`src/rtl/rf_alu_sequencer_if.sv`:
```
// Instruction handshake, host preload port and RF/ALU datapath bus between the
// sequencer (slave) and its environment (master).
interface rf_alu_sequencer_if #(
    parameter int DATA_W = 64,
    parameter int CNT_W  = 16
);
    logic              instr_valid;
    logic [31:0]       instr;
    logic              instr_ready;
    logic              host_we;
    logic [4:0]        host_waddr;
    logic [DATA_W-1:0] host_wdata;
    logic              host_ack;
    logic [4:0]        Read1;
    logic [4:0]        Read2;
    logic [4:0]        WriteReg;
    logic [DATA_W-1:0] WriteData;
    logic              RegWrite;
    logic [1:0]        ALUOp;
    logic [10:0]       Opcode;
    logic [DATA_W-1:0] ALU_Result;
    logic              Zero;
    logic              done;
    logic [DATA_W-1:0] result;
    logic              zero_flag;
    logic              illegal;
    logic [CNT_W-1:0]  instr_count;

    modport master (
        output instr_valid, instr, host_we, host_waddr, host_wdata, ALU_Result, Zero,
        input  instr_ready, host_ack, Read1, Read2, WriteReg, WriteData, RegWrite,
               ALUOp, Opcode, done, result, zero_flag, illegal, instr_count
    );

    modport slave (
        input  instr_valid, instr, host_we, host_waddr, host_wdata, ALU_Result, Zero,
        output instr_ready, host_ack, Read1, Read2, WriteReg, WriteData, RegWrite,
               ALUOp, Opcode, done, result, zero_flag, illegal, instr_count
    );
endinterface

```
`src/rtl/rf_alu_sequencer.sv`:
```
// Multi-cycle IDLE/READ/EXEC/WB sequencer executing LEGv8 R-format instructions
// on an external register file + ALU, sharing the RF write port with a host preload.
module rf_alu_sequencer #(
    parameter int DATA_W = 64,
    parameter int CNT_W  = 16
) (
    input  logic                 clock,
    input  logic                 reset,
    rf_alu_sequencer_if.slave    bus
);
    localparam logic [1:0] S_IDLE = 2'd0;
    localparam logic [1:0] S_READ = 2'd1;
    localparam logic [1:0] S_EXEC = 2'd2;
    localparam logic [1:0] S_WB   = 2'd3;

    localparam logic [10:0] OP_AND  = 11'b10001010000;
    localparam logic [10:0] OP_ORR  = 11'b10101010000;
    localparam logic [10:0] OP_ADD  = 11'b10001011000;
    localparam logic [10:0] OP_SUB  = 11'b11001011000;
    localparam logic [10:0] OP_PASS = 11'b11111000010;
    localparam logic [10:0] OP_NOR  = 11'b11101010000;

    localparam logic [1:0] ALUOP_RTYPE = 2'b10;
    localparam logic [4:0] XZR         = 5'd31;

    function automatic logic is_legal(input logic [10:0] opc);
        logic legal;
        case (opc)
            OP_AND, OP_ORR, OP_ADD, OP_SUB, OP_PASS, OP_NOR: legal = 1'b1;
            default:                                         legal = 1'b0;
        endcase
        return legal;
    endfunction

    logic [1:0]        state_q,  state_d;
    logic [10:0]       opc_q,    opc_d;
    logic [4:0]        rn_q,     rn_d;
    logic [4:0]        rm_q,     rm_d;
    logic [4:0]        rd_q,     rd_d;
    logic [DATA_W-1:0] result_q, result_d;
    logic              zero_q,   zero_d;
    logic [CNT_W-1:0]  cnt_q,    cnt_d;

    logic instr_ready_s;
    logic accept_s;
    logic legal_s;
    logic shamt_unused_s;

    assign shamt_unused_s = ^bus.instr[15:10];
    assign legal_s        = is_legal(opc_q);
    assign instr_ready_s  = !reset && (((state_q == S_IDLE) && !bus.host_we) || (state_q == S_WB));
    assign accept_s       = bus.instr_valid && instr_ready_s;

    // Next-state, instruction latch, result capture and retire counter.
    always_comb begin
        state_d  = state_q;
        opc_d    = opc_q;
        rn_d     = rn_q;
        rm_d     = rm_q;
        rd_d     = rd_q;
        result_d = result_q;
        zero_d   = zero_q;
        cnt_d    = cnt_q;
        if (accept_s) begin
            opc_d = bus.instr[31:21];
            rm_d  = bus.instr[20:16];
            rn_d  = bus.instr[9:5];
            rd_d  = bus.instr[4:0];
        end else begin
            opc_d = opc_q;
        end
        case (state_q)
            S_IDLE: begin
                if (accept_s) begin
                    state_d = S_READ;
                end else begin
                    state_d = S_IDLE;
                end
            end
            S_READ: state_d = S_EXEC;
            S_EXEC: begin
                result_d = bus.ALU_Result;
                zero_d   = bus.Zero;
                state_d  = S_WB;
            end
            S_WB: begin
                // Rd = XZR still retires and counts; only illegal opcodes are skipped.
                if (legal_s) begin
                    cnt_d = cnt_q + CNT_W'(1);
                end else begin
                    cnt_d = cnt_q;
                end
                if (accept_s) begin
                    state_d = S_READ;
                end else begin
                    state_d = S_IDLE;
                end
            end
            default: state_d = S_IDLE;
        endcase
    end

    // State and datapath registers.
    always_ff @(posedge clock or posedge reset) begin
        if (reset) begin
            state_q  <= S_IDLE;
            opc_q    <= 11'd0;
            rn_q     <= 5'd0;
            rm_q     <= 5'd0;
            rd_q     <= 5'd0;
            result_q <= {DATA_W{1'b0}};
            zero_q   <= 1'b0;
            cnt_q    <= {CNT_W{1'b0}};
        end else begin
            state_q  <= state_d;
            opc_q    <= opc_d;
            rn_q     <= rn_d;
            rm_q     <= rm_d;
            rd_q     <= rd_d;
            result_q <= result_d;
            zero_q   <= zero_d;
            cnt_q    <= cnt_d;
        end
    end

    // Datapath control and status; all strobes held low while reset is asserted.
    always_comb begin
        bus.instr_ready = instr_ready_s;
        bus.host_ack    = 1'b0;
        bus.RegWrite    = 1'b0;
        bus.WriteReg    = 5'd0;
        bus.WriteData   = {DATA_W{1'b0}};
        bus.ALUOp       = 2'b00;
        bus.Opcode      = 11'd0;
        bus.done        = 1'b0;
        bus.illegal     = 1'b0;
        if (!reset) begin
            case (state_q)
                S_IDLE: begin
                    if (bus.host_we) begin
                        bus.host_ack  = 1'b1;
                        bus.RegWrite  = 1'b1;
                        bus.WriteReg  = bus.host_waddr;
                        bus.WriteData = bus.host_wdata;
                    end else begin
                        bus.host_ack  = 1'b0;
                    end
                end
                S_READ, S_EXEC: begin
                    bus.ALUOp  = ALUOP_RTYPE;
                    bus.Opcode = opc_q;
                end
                S_WB: begin
                    bus.done      = 1'b1;
                    bus.WriteReg  = rd_q;
                    bus.WriteData = result_q;
                    if (legal_s) begin
                        bus.RegWrite = (rd_q != XZR);
                        bus.ALUOp    = ALUOP_RTYPE;
                        bus.Opcode   = opc_q;
                    end else begin
                        bus.illegal  = 1'b1;
                    end
                end
                default: begin
                    bus.done = 1'b0;
                end
            endcase
        end else begin
            bus.done = 1'b0;
        end
    end

    assign bus.Read1       = rn_q;
    assign bus.Read2       = rm_q;
    assign bus.result      = result_q;
    assign bus.zero_flag   = zero_q;
    assign bus.instr_count = cnt_q;

endmodule

```
`src/flat_wrapper.sv`:
```
// flat-port wrapper written by rule: the top's interface ports become plain ports
module rf_alu_sequencer_flat 
#(
    parameter int DATA_W = 64,
    parameter int CNT_W  = 16
)
  (clock, reset, bus_instr_valid, bus_instr, bus_host_we, bus_host_waddr, bus_host_wdata, bus_ALU_Result, bus_Zero, bus_instr_ready, bus_host_ack, bus_Read1, bus_Read2, bus_WriteReg, bus_WriteData, bus_RegWrite, bus_ALUOp, bus_Opcode, bus_done, bus_result, bus_zero_flag, bus_illegal, bus_instr_count);
  rf_alu_sequencer_if #(.DATA_W(DATA_W), .CNT_W(CNT_W)) bus_i ();
  input  logic clock;
  input  logic reset;
  input wire logic [$bits(bus_i.instr_valid)-1:0] bus_instr_valid;
  input wire logic [$bits(bus_i.instr)-1:0] bus_instr;
  input wire logic [$bits(bus_i.host_we)-1:0] bus_host_we;
  input wire logic [$bits(bus_i.host_waddr)-1:0] bus_host_waddr;
  input wire logic [$bits(bus_i.host_wdata)-1:0] bus_host_wdata;
  input wire logic [$bits(bus_i.ALU_Result)-1:0] bus_ALU_Result;
  input wire logic [$bits(bus_i.Zero)-1:0] bus_Zero;
  output wire logic [$bits(bus_i.instr_ready)-1:0] bus_instr_ready;
  output wire logic [$bits(bus_i.host_ack)-1:0] bus_host_ack;
  output wire logic [$bits(bus_i.Read1)-1:0] bus_Read1;
  output wire logic [$bits(bus_i.Read2)-1:0] bus_Read2;
  output wire logic [$bits(bus_i.WriteReg)-1:0] bus_WriteReg;
  output wire logic [$bits(bus_i.WriteData)-1:0] bus_WriteData;
  output wire logic [$bits(bus_i.RegWrite)-1:0] bus_RegWrite;
  output wire logic [$bits(bus_i.ALUOp)-1:0] bus_ALUOp;
  output wire logic [$bits(bus_i.Opcode)-1:0] bus_Opcode;
  output wire logic [$bits(bus_i.done)-1:0] bus_done;
  output wire logic [$bits(bus_i.result)-1:0] bus_result;
  output wire logic [$bits(bus_i.zero_flag)-1:0] bus_zero_flag;
  output wire logic [$bits(bus_i.illegal)-1:0] bus_illegal;
  output wire logic [$bits(bus_i.instr_count)-1:0] bus_instr_count;
  assign bus_i.instr_valid = bus_instr_valid;
  assign bus_i.instr = bus_instr;
  assign bus_i.host_we = bus_host_we;
  assign bus_i.host_waddr = bus_host_waddr;
  assign bus_i.host_wdata = bus_host_wdata;
  assign bus_i.ALU_Result = bus_ALU_Result;
  assign bus_i.Zero = bus_Zero;
  assign bus_instr_ready = bus_i.instr_ready;
  assign bus_host_ack = bus_i.host_ack;
  assign bus_Read1 = bus_i.Read1;
  assign bus_Read2 = bus_i.Read2;
  assign bus_WriteReg = bus_i.WriteReg;
  assign bus_WriteData = bus_i.WriteData;
  assign bus_RegWrite = bus_i.RegWrite;
  assign bus_ALUOp = bus_i.ALUOp;
  assign bus_Opcode = bus_i.Opcode;
  assign bus_done = bus_i.done;
  assign bus_result = bus_i.result;
  assign bus_zero_flag = bus_i.zero_flag;
  assign bus_illegal = bus_i.illegal;
  assign bus_instr_count = bus_i.instr_count;
  rf_alu_sequencer #(.DATA_W(DATA_W), .CNT_W(CNT_W)) u_core (.clock(clock), .reset(reset), .bus(bus_i));
endmodule
```
`config.mk`:
```
export PLATFORM = sky130hd
export DESIGN_NAME = rf_alu_sequencer_flat
export DESIGN_NICKNAME = d
export VERILOG_FILES = /design/src/rtl/rf_alu_sequencer_if.sv /design/src/rtl/rf_alu_sequencer.sv /design/src/flat_wrapper.sv
export SDC_FILE = /design/constraint.sdc
export NUM_CORES = 1
export LEC_CHECK = 0
export CORE_ASPECT_RATIO = 1.1
export CORE_MARGIN = 8
export CORE_UTILIZATION = 33
export CTS_CLUSTER_DIAMETER = 150
export CTS_CLUSTER_SIZE = 30
export DETAILED_ROUTE_END_ITERATION = 8
export PLACE_DENSITY = 0.77
export SKIP_CTS_REPAIR_TIMING = 1
export SKIP_LAST_GASP = 1
export SYNTH_ARGS = -nofsm -noshare
export SYNTH_HDL_FRONTEND = slang
export SYNTH_SLANG_ARGS = --single-unit
export TNS_END_PERCENT = 30
```
`constraint.sdc`:
```
create_clock -name clock -period 7.9 [get_ports clock]
set_clock_uncertainty 0.15 [all_clocks]
set_input_delay 2.37 -clock clock [delete_from_list [all_inputs] [get_ports clock]]
set_output_delay 2.37 -clock clock [all_outputs]
set_load 0.01 [all_outputs]
```
==> results.yml, run 1 <==
setup_path:
  critPathMaxStageDelay_ns: 0.59
  reg2regPathDepth: 6
  required_ns: 5.38
  crit_path_end_kind: "output pin"
  path_cells: "clkdlybuf4s50_1 -> and2_2 -> buf_12 -> a22oi_1 -> nor2_1 -> clkdlybuf4s50_1"
  reg2reg_slack_ns: 4.94
  reg2reg_to: "u_core.rd_q[0]$_DFFE_PP0P_"
  cp.arrival_ns: 4.60
  cp.depth: 6
  startpoint_type: "input port"
  crit_slowest_cell: "and2_2"
  crit_fanout: 33
  crit_top_cell: "clkdlybuf4s50_1"
  crit_type: "input port to output pin"
  crit_buf_inv: 3
  reg2reg_from: "u_core.state_q[1]$_DFF_PP0_"
  critical-path-top-delay-family: "buffers and inverters"
sta:
  hold_viol: 0
  setup_tns_ns: 0
  max_freq_mhz: 140
  setup_viol_count_final: 0
  fin_crit_ns: 7.12
  worst_pin_slew_ns: 1.07
  rsz0062_at_grt: "no"
  drv_slew: 0
  slew_headroom_pct: 28.3
  period_share_pct: 90.2
power_and_ir_drop:
  clock_power_share_pct: 14.1
  comb_power_share_pct: 52.9
  internal-power_w: 0.00200
  switching_share_pct: 36.3
  p_leak_nw: 3.58
  p_total_w: 0.00314
  p_sw_w: 0.00114
  peakVddDrop_uv: 165
  p_seq_share_pct: 33.0
  p_per_area_nw_per_um2: 342
placement:
  dp_hpwl_um: 16200
  dpl.cell_count: 980
  gp_congestion: 0.916
  place_area_um2: 8920
  io_buffers: 340
synth:
  synth_top_flop_cell: "dfrtp_1"
  ys_top_cells_by_area: "dfrtp_1, mux2_2, a22oi_1"
  postSynthCellCount: 468
  yosys-top-cells-count: "dfrtp_1, mux2_2, nor2_1"
  seq_area_frac_synth_pct: 51.2
  syn_nets: 644
  yosys.area.top_type_share_pct: 51.2
  syn_area_um2: 5330
  synthArstFlopShare_pct: 100
  yosys.area.top_type: "dfrtp_1"
  synth.most_common_cell: "dfrtp_1"
  ys.warnings.count: 0
  synth_cell_types: 33
  syn_avg_cell_area_um2: 11.4
  synth_edf_count: 0
  ys_ff_latch: 109
drt:
  route.detailed.drc: 0
  drt-pass1-iter-count: 5
  num_vias: 5068
  initialDrtViolationCount: 386
  wire_per_inst_um: 20.8
  ant_nets: 0
  routed_wl_um: 20700
  drt-vias-per-instance: 5.09
min_path:
  hp-class: "register to register"
  hold_depth: 1
  holdPathEnd: "u_core.bus.instr_count[15]$_DFFE_PP0P_"
  min-delay-start: "u_core.bus.instr_count[15]$_DFFE_PP0P_"
grt:
  globalRouteOverflowTotal: 0
  grt_pass1_vias: 5471
  grt_max_degree: 73
  track_usage_pct: 19.7
  antenna_found_initial: 0
  grt_first_pass_wirelength_um: 31200
cells_and_area:
  fin_util_pct: 58.5
  drive_above_1_share_pct: 15.2
  diodes: 0
  area_growth_syn_to_layout_pct: 72.6
  finalInstanceArea_um2: 9200
  stdcell_count: 995
  final_nets: 967
  fillers: 1311
floorplanning:
  core_area_um2: 15700
  die_y_um: 149
  ios: 348
  die_w_um: 137
  start_util_pct: 33.9
  rows: 48
  die_area_um2: 20500
cts:
  insertion_delay_ns: 0.34
  clk_path_buf_depth: 2
  clock-sinks: 109
  cts-root-buf: "clkbuf_16"
  htree_levels: 3
  numCtsBuffers: 9
  clk_pin_slew_ns: 0.07
  cts_tree: "done"
outcome:
  outcome: "finished, final reports clean"
run:
  cap_violations: 0
[power by group through the flow]
stage          combinational [W]  sequential (W)  clock [W]
6_report                 0.00166         0.00104   0.000444
5_1_grt                  0.00178         0.00107   0.000485
2_1_floorplan           0.000748         0.00107          0
3_3_place_gp             0.00164         0.00103          0
4_1_cts                  0.00169         0.00104   0.000460
3_5_place_dp             0.00168         0.00104          0
[sequential cells by signal, summed over array words and instances, names as in the netlist]
register and count:
u_core.opc_q 11, u_core.state_q 2, u_core.bus.Read2 5, u_core.rd_q 5, u_core.bus.instr_count 16, u_core.bus.Read1 5
u_core.bus.result 64, u_core.bus.zero_flag 1
[area by class of cell]
cell class                      instances  area [um2]  share of cell area (%)
Inverter                                5        22.5                   0.245
Timing Repair Buffer                  347        3470                    37.7
Multi-Input combinational cell        319        2450                    26.6
Clock buffer                           11         233                    2.53
Tap cell                              200         250                    2.72
Sequential cell                       109        2730                    29.6
Clock inverter                          4        50.0                   0.544
[worst max-delay path by stage]
stage / from / slack, ns / end
2_1_floorplan: reset / 0.58 / bus_WriteData[0]
3_3_place_gp: bus_host_we / 0.85 / bus_WriteData[54]
3_5_place_dp: bus_host_we / 0.78 / bus_WriteData[58]
4_1_cts: bus_host_we / 0.78 / bus_WriteData[54]
5_1_grt: bus_host_we / 0.66 / bus_WriteData[60]
6_report: bus_host_we / 0.78 / bus_WriteData[54]
[layout by cell type (no fill, tap or decap), drive strengths merged]
master / Yosys / routed
a21oi: 2 / 2
bufinv: 0 / 1
clkinvlp: 0 / 3
nor4b: 1 / 1
and4: 2 / 2
ha: 6 / 6
mux2: 91 / 91
nor3b: 2 / 2
and2: 14 / 14
nor3: 2 / 2
nand4: 6 / 6
conb: 1 / 1
xnor2: 12 / 12
nand2: 10 / 10
clkinv: 0 / 1
and3: 4 / 4
and4b: 1 / 1
or3: 1 / 1
o31a: 1 / 1
nor2: 76 / 76
xor2: 3 / 3
inv: 5 / 4
a31oi: 1 / 1
a2bb2oi: 1 / 1
a22oi: 69 / 69
clkdlybuf4s50: 0 / 340
o21ai: 2 / 2
nand3: 8 / 8
dfrtp: 109 / 109
buf: 6 / 7
clkbuf: 29 / 11
nor2b: 2 / 2
a211oi: 1 / 1
[routing by layer]
metal / share of wire, % / vias up / wire length [um] / GRT usage (%)
met5: 0 / - / 0 / 0
met2: 52 / 241 / 10800 / 35.0
met3: 9.8 / 30 / 2040 / 6.54
met1: 36 / 2481 / 7370 / 20.9
li1: - / 2316 / - / -
met4: 2.2 / 0 / 459 / 8.10
[stage by stage]
stage | setup slack (ns) | hold WS (ns)
final | 0.778 | 0.328
after global routing | 0.660 | 0.350
after CTS | 0.780 | 0.331
after detailed placement | 0.782 | 0.320
after global placement | 0.851 | 0.313
after floorplan | 0.578 | 0.345
[kinds of logic after synthesis]
| family | synth area share, % |
|---|---|
| AND/OR/NAND/NOR | 11.4 |
| flip-flops | 51.2 |
| multiplexers | 19.2 |
| AO/OA/AOI/OAI | 11.0 |
| buffers and inverters | 3.22 |
| XOR/XNOR | 2.46 |
| adder cells (fa/ha/maj) | 1.41 |
| other | 0.0703 |
Note: power is estimated with default switching activity, not from simulation.
==> inputs of run 2 (changes only) <==
--- a/config.mk
+++ b/config.mk
@@ -7,11 +7,12 @@
 export LEC_CHECK = 0
 export CORE_ASPECT_RATIO = 1.1
 export CORE_MARGIN = 8
-export CORE_UTILIZATION = 33
+export CORE_UTILIZATION = 34
+export CTS_BUF_LIST = sky130_fd_sc_hd__clkbuf_2
 export CTS_CLUSTER_DIAMETER = 150
 export CTS_CLUSTER_SIZE = 30
 export DETAILED_ROUTE_END_ITERATION = 8
-export PLACE_DENSITY = 0.77
+export PLACE_DENSITY = 0.79
 export SKIP_CTS_REPAIR_TIMING = 1
 export SKIP_LAST_GASP = 1
 export SYNTH_ARGS = -nofsm -noshare
==> results.yml, run 2 (synthesis gave the netlist of run 1 again) <==
cells_and_area:
  layout_common_cells: "clkdlybuf4s50_1, dfrtp_1, mux2_2"
  area_growth_syn_to_layout_pct: 69.1
  final_nets: 968
  diodes: 0
  final_common_cell: "clkdlybuf4s50_1"
  drive_above_1_share_pct: 15.7
  largest_reg_flops: 64
grt:
  grt_first_pass_wirelength_um: 29000
  globalRouteOverflowTotal: 0
  grt_pass1_vias: 5139
  track_usage_pct: 18.9
  antenna_found_initial: 0
  grt_max_degree: 73
setup_path:
  startpoint_type: "input port"
  crit_path_end_kind: "output pin"
  required_ns: 5.38
  cp.arrival_ns: 4.35
  critical-path-top-delay-family: "buffers and inverters"
  crit_top_cell: "clkdlybuf4s50_1"
  crit_buf_inv: 4
  crit_fanout: 40
  crit_type: "input port to output pin"
  path_cells: "clkdlybuf4s50_1 -> clkinvlp_4 -> nand2_2 -> buf_4 -> nor2_1 -> clkdlybuf4s50_1"
  critPathMaxStageDelay_ns: 0.65
  crit_slowest_cell: "clkdlybuf4s50_1"
placement:
  dp_hpwl_um: 15600
  io_buffers: 340
  gp_congestion: 0.820
sta:
  fin_crit_ns: 6.87
  max_freq_mhz: 146
  setup_viol_count_final: 0
  hold_viol: 0
  slew_headroom_pct: 26.9
  drv_slew: 0
  period_share_pct: 87.0
  worst_pin_slew_ns: 1.09
  setup_tns_ns: 0
  rsz0062_at_grt: "no"
outcome:
  outcome: "finished, final reports clean"
power_and_ir_drop:
  peakVddDrop_uv: 155
  p_per_area_nw_per_um2: 322
  p_total_w: 0.00290
  p_leak_nw: 3.51
drt:
  route.detailed.drc: 0
  drt-vias-per-instance: 4.99
  ant_nets: 0
  routed_wl_um: 19800
  drt-pass1-iter-count: 4
  wire_per_inst_um: 19.9
  num_vias: 4980
  initialDrtViolationCount: 179
floorplanning:
  start_util_pct: 34.4
  ios: 348
  die_w_um: 135
  die_y_um: 147
  core_area_um2: 15500
  die_area_um2: 19900
  rows: 48
cts:
  numCtsBuffers: 9
  clk_pin_slew_ns: 0.30
  htree_levels: 3
  clock-sinks: 109
  insertion_delay_ns: 0.62
  cts-root-buf: "clkbuf_2"
  cts_tree: "done"
  clk_path_buf_depth: 2
run:
  cap_violations: 0
min_path:
  hp-class: "register to register"
==> run 2: where the power goes <==
part,switching [W],leakage [nW],internal (W)
Combinational,0.000700,2.13,0.000948
Clock,0.000190,0.0583,0.0000450
Sequential,0.000213,1.32,0.000803
==> run 2: final timing paths <==
kind | start | endpoint | slack [ns] | depth (start not counted)
worst max-delay path | reset | bus_WriteData[6] | 1.03 | 6
worst max register to register | u_core.state_q[1]$_DFF_PP0_ | u_core.rd_q[2]$_DFFE_PP0P_ | 4.91 | 6
min in group asynchronous | reset | u_core.rd_q[4]$_DFFE_PP0P_ | 2.28 | 3
max in group asynchronous | reset | u_core.bus.instr_count[9]$_DFFE_PP0P_ | 4.08 | 4
worst min register to register | u_core.bus.instr_count[15]$_DFFE_PP0P_ | u_core.bus.instr_count[15]$_DFFE_PP0P_ | 0.34 | 1
worst min-delay path | u_core.bus.instr_count[15]$_DFFE_PP0P_ | u_core.bus.instr_count[15]$_DFFE_PP0P_ | 0.34 | 1
==> run 2: cell type report <==
class | count | area (um2)
Inverter | 5 | 22.5
Tap cell | 200 | 250
Sequential cell | 109 | 2730
Clock buffer | 10 | 50.0
Fill cell | 1346 | 6480
Timing Repair Buffer | 348 | 3480
Multi-Input combinational cell | 319 | 2440
Clock inverter | 6 | 50.0
==> run 2: per-layer routing <==
metal | routed length, um | track usage, %
met5 | 0 | 0
met4 | 535 | 7.34
met3 | 2060 | 8.27
met2 | 9820 | 32.7
met1 | 7410 | 19.6
==> run 2: worst reg2reg max path, stage by stage (launching register included) <==
cell and delay (ns):
dfrtp_1 0.45, ha_2 0.19, buf_4 0.61, a21oi_1 0.08
nor2_1 0.22, nand2_1 0.67, mux2_2 0.55
==> run 2: through the flow <==
step                      hold slack (ns)  worst slack [ns]  instance area (um2)  util [%]  cells
final                               0.345              1.03                 9020      58.2    997
after detailed placement            0.317              1.01                 8920      57.6    981
after global placement              0.314              1.04                 8920      57.6    981
after floorplan                     0.345             0.578                 5340         -    468
after global routing                0.372             0.936                 9020      58.2    997
after CTS                           0.350             0.999                 9020      58.2    997
